<file path="src/rtl/uart_sched_pkg.sv">
// Shared types for the UART transmit scheduler: FSM states,
// default frame sizing and the XOR checksum step.
package uart_sched_pkg;

  localparam int MAXLEN_DEF = 16;
  localparam int LENW_DEF   = 5;

  typedef enum logic [2:0] {
    ST_IDLE = 3'd0,
    ST_SEND = 3'd1,
    ST_CHK  = 3'd2,
    ST_DONE = 3'd3,
    ST_GAP  = 3'd4
  } state_t;

  function automatic logic [7:0] chk_step(
    input logic [7:0] acc,
    input logic [7:0] b
  );
    return acc ^ b;
  endfunction

endpackage

</file>
<file path="src/rtl/uart_tx_sched_rr_arbiter.sv">
// Combinational round-robin pick: first set req bit after ptr.
// Ports: req, ptr in; one-hot gnt and its index idx out.
module rr_arbiter #(
  parameter int NREQ = 3,
  parameter int IW   = 2
) (
  input  logic [NREQ-1:0] req,
  input  logic [IW-1:0]   ptr,
  output logic [NREQ-1:0] gnt,
  output logic [IW-1:0]   idx
);

  logic found;
  int   j;

  always_comb begin
    gnt   = '0;
    idx   = '0;
    found = 1'b0;
    j     = 0;
    for (int i = 1; i <= NREQ; i++) begin
      j = (int'(ptr) + i) % NREQ;
      if (!found && req[j]) begin
        found  = 1'b1;
        gnt[j] = 1'b1;
        idx    = IW'(j);
      end
    end
  end

endmodule

</file>
<file path="src/rtl/uart_tx_sched.sv">
// Round-robin frame scheduler in front of a byte UART.
// Ports: clk, rst (sync, active-high); req/req_len/req_data
// from NREQ sources; ack/gnt_id/busy status; tx_data/
// tx_valid/tx_ready byte handshake. Optional trailing XOR
// checksum byte when UART_TX_CHKSUM_EN is defined.
module uart_tx_sched
  import uart_sched_pkg::*;
#(
  parameter int NREQ    = 3,
  parameter int MAXLEN  = MAXLEN_DEF,
  parameter int LENW    = LENW_DEF,
  parameter int GAP_CYC = 1024
) (
  input  logic                     clk,
  input  logic                     rst,
  input  logic [NREQ-1:0]          req,
  input  logic [NREQ*LENW-1:0]     req_len,
  input  logic [NREQ*MAXLEN*8-1:0] req_data,
  output logic [NREQ-1:0]          ack,
  output logic [$clog2(NREQ)-1:0]  gnt_id,
  output logic                     busy,
  output logic [7:0]               tx_data,
  output logic                     tx_valid,
  input  logic                     tx_ready
);

  localparam int IW = $clog2(NREQ);
  localparam int GW =
    (GAP_CYC > 0) ? $clog2(GAP_CYC + 1) : 1;

  state_t st, st_nxt;

  logic [IW-1:0]       ptr;
  logic [IW-1:0]       pick_id;
  logic [NREQ-1:0]     pick_oh;
  logic [LENW-1:0]     raw_len;
  logic [LENW-1:0]     lat_len;
  logic [MAXLEN*8-1:0] fbuf;
  logic [LENW-1:0]     flen;
  logic [LENW-1:0]     idx;
  logic [GW-1:0]       gap_cnt;
  logic                xfer;
  logic                last;
`ifdef UART_TX_CHKSUM_EN
  logic [7:0]          chk;
`endif

  rr_arbiter #(
    .NREQ (NREQ),
    .IW   (IW)
  ) u_arb (
    .req (req),
    .ptr (ptr),
    .gnt (pick_oh),
    .idx (pick_id)
  );

  assign raw_len = req_len[int'(pick_id)*LENW +: LENW];
  assign lat_len = (raw_len > LENW'(MAXLEN)) ?
                   LENW'(MAXLEN) : raw_len;
  assign xfer    = tx_valid && tx_ready;
  assign last    = (idx == flen - LENW'(1));

  always_ff @(posedge clk) begin
    if (rst) st <= ST_IDLE;
    else     st <= st_nxt;
  end

  always_ff @(posedge clk) begin
    if (rst) begin
      ptr     <= IW'(NREQ - 1);
      gnt_id  <= '0;
      fbuf    <= '0;
      flen    <= '0;
      idx     <= '0;
      gap_cnt <= '0;
`ifdef UART_TX_CHKSUM_EN
      chk     <= '0;
`endif
    end else begin
      case (st)
        ST_IDLE: begin
          if (|pick_oh) begin
            gnt_id <= pick_id;
            ptr    <= pick_id;
            fbuf   <= req_data[int'(pick_id)*MAXLEN*8
                               +: MAXLEN*8];
            flen   <= lat_len;
            idx    <= '0;
`ifdef UART_TX_CHKSUM_EN
            chk    <= '0;
`endif
          end
        end
        ST_SEND: begin
          if (xfer) begin
            idx <= idx + LENW'(1);
`ifdef UART_TX_CHKSUM_EN
            chk <= chk_step(chk, tx_data);
`endif
          end
        end
        ST_DONE: gap_cnt <= '0;
        ST_GAP:  gap_cnt <= gap_cnt + GW'(1);
        default: ;
      endcase
    end
  end

  // GAP lasts GAP_CYC+1 cycles so IDLE is reached
  // GAP_CYC+2 cycles after the ack cycle.
  always_comb begin
    st_nxt = st;
    case (st)
      ST_IDLE: begin
        if (|pick_oh)
          st_nxt = (lat_len == '0) ? ST_DONE : ST_SEND;
      end
      ST_SEND: begin
        if (xfer && last)
`ifdef UART_TX_CHKSUM_EN
          st_nxt = ST_CHK;
`else
          st_nxt = ST_DONE;
`endif
      end
      ST_CHK: begin
`ifdef UART_TX_CHKSUM_EN
        if (xfer) st_nxt = ST_DONE;
`else
        st_nxt = ST_IDLE;
`endif
      end
      ST_DONE: begin
        st_nxt = (GAP_CYC == 0 || flen == '0) ?
                 ST_IDLE : ST_GAP;
      end
      ST_GAP: begin
        if (gap_cnt == GW'(GAP_CYC)) st_nxt = ST_IDLE;
      end
      default: st_nxt = ST_IDLE;
    endcase
  end

  always_comb begin
    ack      = '0;
    busy     = (st != ST_IDLE);
    tx_valid = 1'b0;
    tx_data  = '0;
    case (st)
      ST_SEND: begin
        tx_valid = 1'b1;
        tx_data  = fbuf[8*int'(idx) +: 8];
      end
`ifdef UART_TX_CHKSUM_EN
      ST_CHK: begin
        tx_valid = 1'b1;
        tx_data  = chk;
      end
`endif
      ST_DONE: ack[gnt_id] = 1'b1;
      default: ;
    endcase
  end

endmodule

</file>
<file path="config.mk">
export PLATFORM = sky130hd
export DESIGN_NAME = uart_tx_sched
export DESIGN_NICKNAME = d
export VERILOG_FILES = /design/src/rtl/uart_sched_pkg.sv /design/src/rtl/uart_tx_sched_rr_arbiter.sv /design/src/rtl/uart_tx_sched.sv
export SDC_FILE = /design/constraint.sdc
export NUM_CORES = 1
export LEC_CHECK = 0
export ABC_AREA = 1
export BUFFER_PORTS_ARGS = -buffer_cell sky130_fd_sc_hd__buf_2
export CAP_MARGIN = 20
export CORE_AREA = 2 2 164 166
export DETAILED_ROUTE_END_ITERATION = 12
export DIE_AREA = 0 0 166 168
export PLACE_DENSITY = 0.63
export SETUP_SLACK_MARGIN = 0.5
export SLEW_MARGIN = 20
export SYNTH_ARGS = -nofsm -noshare
export SYNTH_HDL_FRONTEND = slang
export SYNTH_SLANG_ARGS = --single-unit
</file>
<file path="constraint.sdc">
create_clock -name clk -period 2.7 [get_ports clk]
set_input_delay 0.54 -clock clk [delete_from_list [all_inputs] [get_ports clk]]
set_output_delay 0.54 -clock clk [all_outputs]
set_load 0.02 [all_outputs]
</file>
Word level (Yosys, flattened, before mapping)
Index checks and enable logic that the tools add are counted.
Word-level totals
  register bits: 156
  latch bits: 0
  bits in writable memories: 0
  memory bits (read-only): 0
  bits of input ports: 405
  output and inout port bits: 15
  word-level logic and storage cells: 99
  memories: 0
Operators by class
  $add $sub $neg: 6
  $mul: 1
  divide/modulo/power cells: 3
  $lt $le $gt $ge: 9
  eq/ne operators: 9
  shifts and indexed selects: 3
  multiplexer cells: 39
  bitwise logic cells: 2
  reduce and logical (&&, ||, !) cells: 20
Operators by type and width (count)
  indexed part select 384 x 10 -> 128 bit: 1
  indexed part select 128 x 9 -> 8 bit: 1
  greater-or-equal comparator 32 x 1 -> 1 bit (second input constant): 3
  < comparator 32 x 4 -> 1 bit (second input constant): 3
  remainder unit 32 x 3 -> 32 bit (second input constant): 3
  two-way mux 3 bit: 8
  case mux 11 bit (2 select lines): 1
  two-way mux 5 bit: 3
  indexed part select 15 x 6 -> 5 bit: 1
  two-way mux 1 bit: 13
  case mux 3 bit (4 select lines): 1
  adder 11 x 1 -> 11 bit (second input constant): 1
  equality test 11 bit (second input constant): 1
  zero test 5 bit: 2
  case mux 5 bit (2 select lines): 1
  demux 1 bit (select 2 bit): 4
  logical AND 1 bit: 8
  two-way mux 2 bit: 4
  two-way mux 8 bit: 1
  inequality test 2 bit (second input constant): 4
  adder 2 x 2 -> 3 bit (second input constant): 2
  binary-select mux 1 bit (select 2 bit): 3
  bitwise OR 3 bit: 2
  AND reduction 3 bit: 2
  other kinds (17): 19

Longest topological paths before layout
Gate-level depths: netlist of the first run.
  depth after elaboration: 20
  mapped depth: 17
  gate-level depth less buffers: 16

Hierarchy
From an unflattened synthesis of the first run, not the netlist that was laid out.
Unflattened totals
  cell total of the unflattened synthesis: 1573
  area total of the unflattened synthesis: 9633.0 sq um
By module, submodules not included
  uart_tx_sched: times used 1, cells each 1515, area each 9316.4 sq um, sequential area each 3103.0 sq um
  rr_arbiter: times used 1, cells each 58, area each 316.6 sq um, sequential area each 0.0 sq um

Worst setup path before layout of the first run
No wires, ideal clock.
  path kind: reg-to-output
  start: reg st[2]
  end: out tx_data[0]
  arrival: 2.228 ns
  required time: 2.160 ns
  setup slack: -0.068 ns
  cell stages (with the launch flop): 4
  path buffers: 0
  cell sequence: dfxtp_1 > nor3_1 > clkinv_1 > a311oi_1
Between the ends
  longest elaborated chain between the ends: 2
Ends and longest elaborated chain
  from (decl): RTL line uart_tx_sched.sv:31  | state_t st, st_nxt;
  from (signal assigned): RTL line uart_tx_sched.sv:66  | else st <= st_nxt;
  equality test 3 x 1 -> 1 bit: RTL line uart_tx_sched.sv:150  | case (st)
  two-way mux 8 bit: RTL line uart_tx_sched.sv:150
  to (decl): RTL line uart_tx_sched.sv:22  | output logic [7:0] tx_data,
No other way between the ends.

==> impl_metrics.env, run 1 <==
export IMPL_status="finished, violations left"
export IMPL_violations="negative setup slack"
export IMPL_dieArea_um2=27890
export IMPL_coreArea_um2=26350
export IMPL_clk_latency_ns=0.44
export IMPL_first_pass_iters=5
export IMPL_hold_path_class="in -> reg"
export IMPL_ys_seq_elements=155
export IMPL_synth_top_area_share=0.3123
export IMPL_cts_made_buffers=17
export IMPL_clk_pin_slew_worst_paths_ns=0.07
export IMPL_grt_pass1_wl_mm=78.67
export IMPL_fin_ws_ns=-0.09270
export IMPL_grt_max_degree=99
export IMPL_worstRegToRegCells=20
export IMPL_synthTopCellsByArea="dfxtp_1 (31%), nor2_1 (15%), o21ai_0 (13%)"
export IMPL_clock_sinks=155
export IMPL_syn_area_per_cell_um2=6.708
export IMPL_die_h_um=168
export IMPL_worstMarginPinSlew_ns=0.9683
export IMPL_maxSlewViolCount=0
export IMPL_cts_hold_buf=0
export IMPL_fillCellCount=1930
export IMPL_area_growth_pct=92.92
export IMPL_cts_root_buffer="clkbuf_16"
export IMPL_wire_per_inst_um=25.10
export IMPL_hold_depth=3
export IMPL_max_slew_margin_rel=0.3536
export IMPL_initial_core_util=0.3770
export IMPL_tritoncts="done"
export IMPL_arrival_ns=3.13
export IMPL_rsz0062_at_grt="true"
export IMPL_nets=2433
export IMPL_setup_violations=48
export IMPL_reg2reg_to="fbuf[75]"
export IMPL_via_count=14200
export IMPL_yosys_area_top_type="dfxtp_1"
export IMPL_grt_pass1_vias=13650
export IMPL_rows=60
export IMPL_whs_ns=0.3314
export IMPL_required_ns=3.04
export IMPL_holdPathEnd="fbuf[79]"
export IMPL_ys_seq_area_frac=0.3123
export IMPL_num_io_pins=420
export IMPL_period_minus_slack_ns=2.793
export IMPL_syn_inst=1481
export IMPL_placed_cell_area_um2=12400
export IMPL_finalHoldViolCount=0
export IMPL_hp_start="req_data[335]"
export IMPL_worstReg2RegStart="gnt_id[0]"
export IMPL_portBuffers=419
export IMPL_fin_area_um2=19170
export IMPL_drive_above_1_share=0.5760
export IMPL_vias_per_cell=5.981
export IMPL_ant_nets=0
export IMPL_drc_errors=0
export IMPL_grt_overflow_total=0
export IMPL_synth_nets=1894
export IMPL_place_hpwl_mm=26.04
export IMPL_routed_wl_mm=59.62
export IMPL_yosys_warnings=0
export IMPL_antenna_found_initial=1
export IMPL_drtIter0Drc=1254
export IMPL_yosysUniqueCellTypes=41
export IMPL_h_tree_depth=4
export IMPL_groute_usage_overall=0.3661
export IMPL_cts_buffer_depth=2
export IMPL_period_share=1.034
export IMPL_fmax_ghz=0.3581
export IMPL_reg2reg_setup_slack_ns=-0.09
export IMPL_die_w_um=166
export IMPL_startpoint_type="flip-flop"
export IMPL_crit_fanout=5
export IMPL_end_kind="flip-flop"
export IMPL_maxCapViolCount=0
export IMPL_syn_cell_area_um2=9935
export IMPL_final_setup_skew_ns=0.009565
export IMPL_gp_congestion=0.8517
export IMPL_worst_setup_path_type="reg -> reg"
## cell usage after synthesis
cell,n
xnor2_1,3
o22ai_1,2
a211oi_2,2
nor2_1,391
clkinv_1,7
nand3_1,43
nand2_4,2
ha_1,8
o211ai_1,2
a22oi_1,3
xor2_1,6
nand3b_1,1
a221oi_1,3
nand2_1,108
buf_4,3
o21ai_1,31
a21oi_2,1
clkbuf_1,50
nand3_2,3
inv_1,42
buf_6,19
dfxtp_1,155
a311oi_1,10
nand2_2,2
buf_2,52
buf_8,1
and3_1,1
nor3_1,8
nor2_2,50
mux2i_1,15
inv_2,4
o41ai_1,1
a21oi_1,29
nand4_1,4
o221ai_1,15
o32ai_1,17
or2_2,1
nand4_2,1
o21ai_0,254
inv_4,1
a211oi_1,130
## final cells by class
type                       instances  area [um^2]  area share
multi-input combinational       1147         8427      0.4397
clock inverter                    13        133.9    0.006985
clock buffer                      19        452.9     0.02363
inverter                          54        309.0     0.01612
timing repair inverter             4        70.07    0.003656
timing repair buffer             641         6227      0.3249
sequential                       155         3117      0.1626
antenna                            1        2.502   0.0001306
tap                              341        426.7     0.02226
## metrics by stage
stage               TNS (ns)  instances  setup WS [ns]    util
floorplan                  0       1481         0.5013       -
finish                -2.605       2375       -0.09270  0.7274
global placement           0       2151         0.1460  0.4706
global route          -9.201       2374        -0.1739  0.7273
CTS                 -0.04242       2318       -0.02232  0.6523
detailed placement         0       2151        0.05601  0.4706
## what timing repair did
action	in CTS	in global routing
cloned	63	24
setup endpoints to repair	152	154
pin swaps	163	106
setup buffers	72	32
resized for setup	567	301
## flip-flops by register name, summed over array words and instances, names as in the netlist
register,cells
gnt_id,2
gap_cnt,11
flen,5
idx,5
st,3
fbuf,128
ptr,1
## logic make-up after synthesis
| group | Yosys count | share of synthesized area |
|---|---|---|
| AO/OA/AOI/OAI | 500 | 0.3054 |
| XOR/XNOR | 9 | 0.007935 |
| adder cells (fa/ha/maj) | 8 | 0.01008 |
| buffers and inverters | 179 | 0.09106 |
| flip-flops | 155 | 0.3123 |
| multiplexers | 15 | 0.01511 |
| AND/OR/NAND/NOR | 615 | 0.2581 |
## worst max path at each step
stage	startpoint	cells after the start	to	slack (ns)
floorplan	idx[0]	7	tx_data[1]	0.50
CTS	idx[0]	8	tx_data[0]	-0.02
detailed placement	gnt_id[0]	14	fbuf[16]	0.06
global route	gnt_id[0]	20	fbuf[75]	-0.17
finish	gnt_id[0]	20	fbuf[75]	-0.09
global placement	gnt_id[0]	14	fbuf[16]	0.15
## cells in the final DEF, fill, tap and decap left out, types with 6 or more instances in the layout
cell type,netlist,layout
nand3_1,43,19
nor2_4,0,10
a21oi_2,1,11
mux2i_1,15,12
a311oi_4,0,8
o21ai_2,0,127
a21oi_1,29,14
o21ai_0,254,79
buf_8,1,12
nand3_4,0,7
buf_2,52,410
o21ai_4,0,21
nand3_2,3,20
nand2_2,2,16
a211oi_1,130,17
nor2_1,391,355
o221ai_2,0,9
clkbuf_16,0,37
buf_4,3,60
buf_6,19,33
a211oi_2,2,90
nand2_1,108,82
nor2_2,50,76
buf_16,0,70
a211oi_4,0,25
buf_12,0,34
o32ai_2,0,17
xor2_1,6,6
dfxtp_1,155,150
nand2_4,2,9
inv_1,42,35
o21ai_1,31,58
## worst max-delay path, stage by stage, from the launching register on
cell and delay, ns:
dfxtp_4 0.37, inv_4 0.05, ha_4 0.31, inv_4 0.06
nand2_2 0.05, nand3_2 0.08, nand2_4 0.13, buf_6 0.13
buf_6 0.11, nand2_4 0.06, a21oi_4 0.18, nand3_2 0.14
nand2_4 0.12, buf_8 0.12, buf_6 0.10, buf_12 0.13
buf_12 0.13, inv_16 0.05, buf_16 0.14, o21ai_4 0.15
nor2_1 0.06
## layer usage
metal	share of wire	vias to the layer above	track usage
met4	0.070	0	0.1732
met1	0.37	6636	0.4463
li1	-	6220	-
met2	0.47	1057	0.6262
met5	0	-	0
met3	0.092	291	0.06723
Power of run 1 is not shown: default switching activity piles up to over one toggle a cycle in this logic, so the estimate is an artifact.
==> inputs of run 2 (changes only) <==
--- a/config.mk
+++ b/config.mk
@@ -17,3 +17,4 @@
 export SYNTH_ARGS = -nofsm -noshare
 export SYNTH_HDL_FRONTEND = slang
 export SYNTH_SLANG_ARGS = --single-unit
+export TNS_END_PERCENT = 30
==> constraint.sdc (replaced) <==
create_clock -name clk -period 2.7 [get_ports clk]
set_input_delay 0.54 -clock clk [delete_from_list [all_inputs] [get_ports clk]]
set_output_delay 0.54 -clock clk [all_outputs]
set_load 0.005 [all_outputs]
==> run 2 against run 1 <==
Against the previous run:
- the flow still finishes with violations (negative setup slack)
- hold slack improved by 0.012 ns
- sequential share of layout area grew 1.5 points
- sequential cell count unchanged
- worst setup slack improved by 0.092 ns
- wire length is 11% lower
- final cell count decreased by 2.5%
- non-clock buffer count is 57 lower
- clock skew up 0.0012 ns
- maximum frequency is 3.4% higher
- cell area down 8.2%
- first-iteration DRC count fell by 23%
- clock-buffer cell count is 2 higher
- largest cell class unchanged
==> impl_metrics.env, run 2 (synthesis gave the netlist of run 1 again) <==
export IMPL_dieArea_um2=27890
export IMPL_cts_buffer_depth=2
export IMPL_fmax_ghz=0.3703
export IMPL_fin_setup_tns_ns=-0.0002751
export IMPL_slowest_delay_ns=0.44
export IMPL_crit_fanout=15
export IMPL_tritoncts="done"
export IMPL_end_kind="output pin"
export IMPL_nets=2373
export IMPL_cts_made_buffers=17
export IMPL_grt_busiest_layer="met2"
export IMPL_use_met1=0.4164
export IMPL_maxSlewViolCount=0
export IMPL_rows=60
export IMPL_final_common_cell="buf_2"
export IMPL_startpoint_type="flip-flop"
export IMPL_rsz0062_at_grt="true"
export IMPL_largest_register="fbuf"
export IMPL_initial_core_util=0.3770
export IMPL_routed_wl_mm=52.98
export IMPL_final_core_util=0.6677
export IMPL_required_ns=2.16
export IMPL_num_io_pins=420
export IMPL_drive_above_1_share=0.5352
export IMPL_h_tree_depth=4
export IMPL_crit_family="compound AO/OA/AOI/OAI gates"
export IMPL_largest_reg_flops=128
export IMPL_antenna_found_initial=2
export IMPL_worst_setup_path_type="reg -> out"
export IMPL_die_w_um=166
export IMPL_first_pass_iters=5
export IMPL_grt_pass1_vias=12540
export IMPL_clock_sinks=155
export IMPL_portBuffers=419
export IMPL_grtUsageMet3=0.04819
export IMPL_hold_path_class="in -> reg"
export IMPL_vias_per_cell=5.879
export IMPL_worstMarginPinSlew_ns=0.6857
export IMPL_final_setup_skew_ns=0.01078
export IMPL_grt_max_degree=45
export IMPL_final_cells=2315
export IMPL_wire_per_inst_um=22.89
export IMPL_reg_top3="fbuf (128), gap_cnt (11)"
export IMPL_dp_worst_setup_slack_ns=0.1133
export IMPL_clk_latency_ns=0.43
export IMPL_cts_root_buffer="clkbuf_16"
export IMPL_grt_met2_usage=0.5654
export IMPL_mostFrequentLayoutCells="buf_2 (419), nor2_1 (336), dfxtp_1 (150)"
export IMPL_drc_errors=0
export IMPL_period_share=1.000
export IMPL_cp_slowest_cell="dfxtp_4"
export IMPL_period_minus_slack_ns=2.700
export IMPL_groute_usage_overall=0.3295
export IMPL_status="finished, violations left"
export IMPL_drtIter0Drc=967
export IMPL_maxCapViolCount=0
export IMPL_die_h_um=168
export IMPL_grt_pass1_wl_mm=71.63
export IMPL_area_growth_pct=77.10
export IMPL_crit_chain="buf_6 > nor2_1 > o32ai_2 > nand2_1 > a311oi_2 > buf_4 > buf_2"
export IMPL_setup_violations=1
export IMPL_ant_nets=0
export IMPL_arrival_ns=2.16
export IMPL_gp_congestion=0.8772
export IMPL_via_count=13610
export IMPL_finalHoldViolCount=0
export IMPL_coreArea_um2=26350
export IMPL_clk_pin_slew_worst_paths_ns=0.07
export IMPL_max_slew_margin_rel=0.5429
export IMPL_grt_overflow_total=0
export IMPL_fin_ws_ns=-0.0002751
export IMPL_violations="negative setup slack"
export IMPL_place_hpwl_mm=26.41
export IMPL_placed_cells=2163
export IMPL_crit_buf_inv=3
run 2: repair_timing:
action / CTS / global route
setup buffers: 39 / 19
pin swaps: 39 / 230
setup endpoints to repair: 153 / 154
endpoints found under the hold margin: 0 / 0
resized for setup: 276 / 457
gates cloned: 48 / 13
hold buffers: 0 / 0
run 2: final timing paths:
kind	depth (start not counted)	slack, ns	start	to
setup / recovery	7	-0.0003	idx[0]	tx_data[7]
hold / removal	3	0.34	req_data[359]	fbuf[103]
setup reg to reg	18	0.03	gnt_id[0]	fbuf[27]
hold reg to reg	2	0.49	gap_cnt[10]	gap_cnt[10]
run 2: worst min-delay path: stages:
cell      delay [ns]
buf_2           0.08
a211oi_2        0.05
nor2_1          0.07
run 2: metal layers:
metal  share of wire  wire [um]
met5         0.00025         13
met4           0.055       2908
met3           0.083       4410
met2            0.47      24820
met1            0.39      20830
run 2: final cells by class:
class	count	area, um^2
fill	2135	8756
multi-input combinational	1148	7949
timing repair buffer	584	5210
sequential	155	3117
clock buffer	21	480.5
tap	341	426.7
inverter	54	275.3
clock inverter	11	133.9
antenna	1	2.502
run 2: metrics by stage:
stage	hold slack (ns)	cell area (um^2)
detailed placement	0.4835	12310
CTS	0.3268	15780
global route	0.3527	17590
global placement	0.4753	12310
floorplan	0.4575	9951
finish	0.3438	17590
Power of run 2 is left out for the same reason.
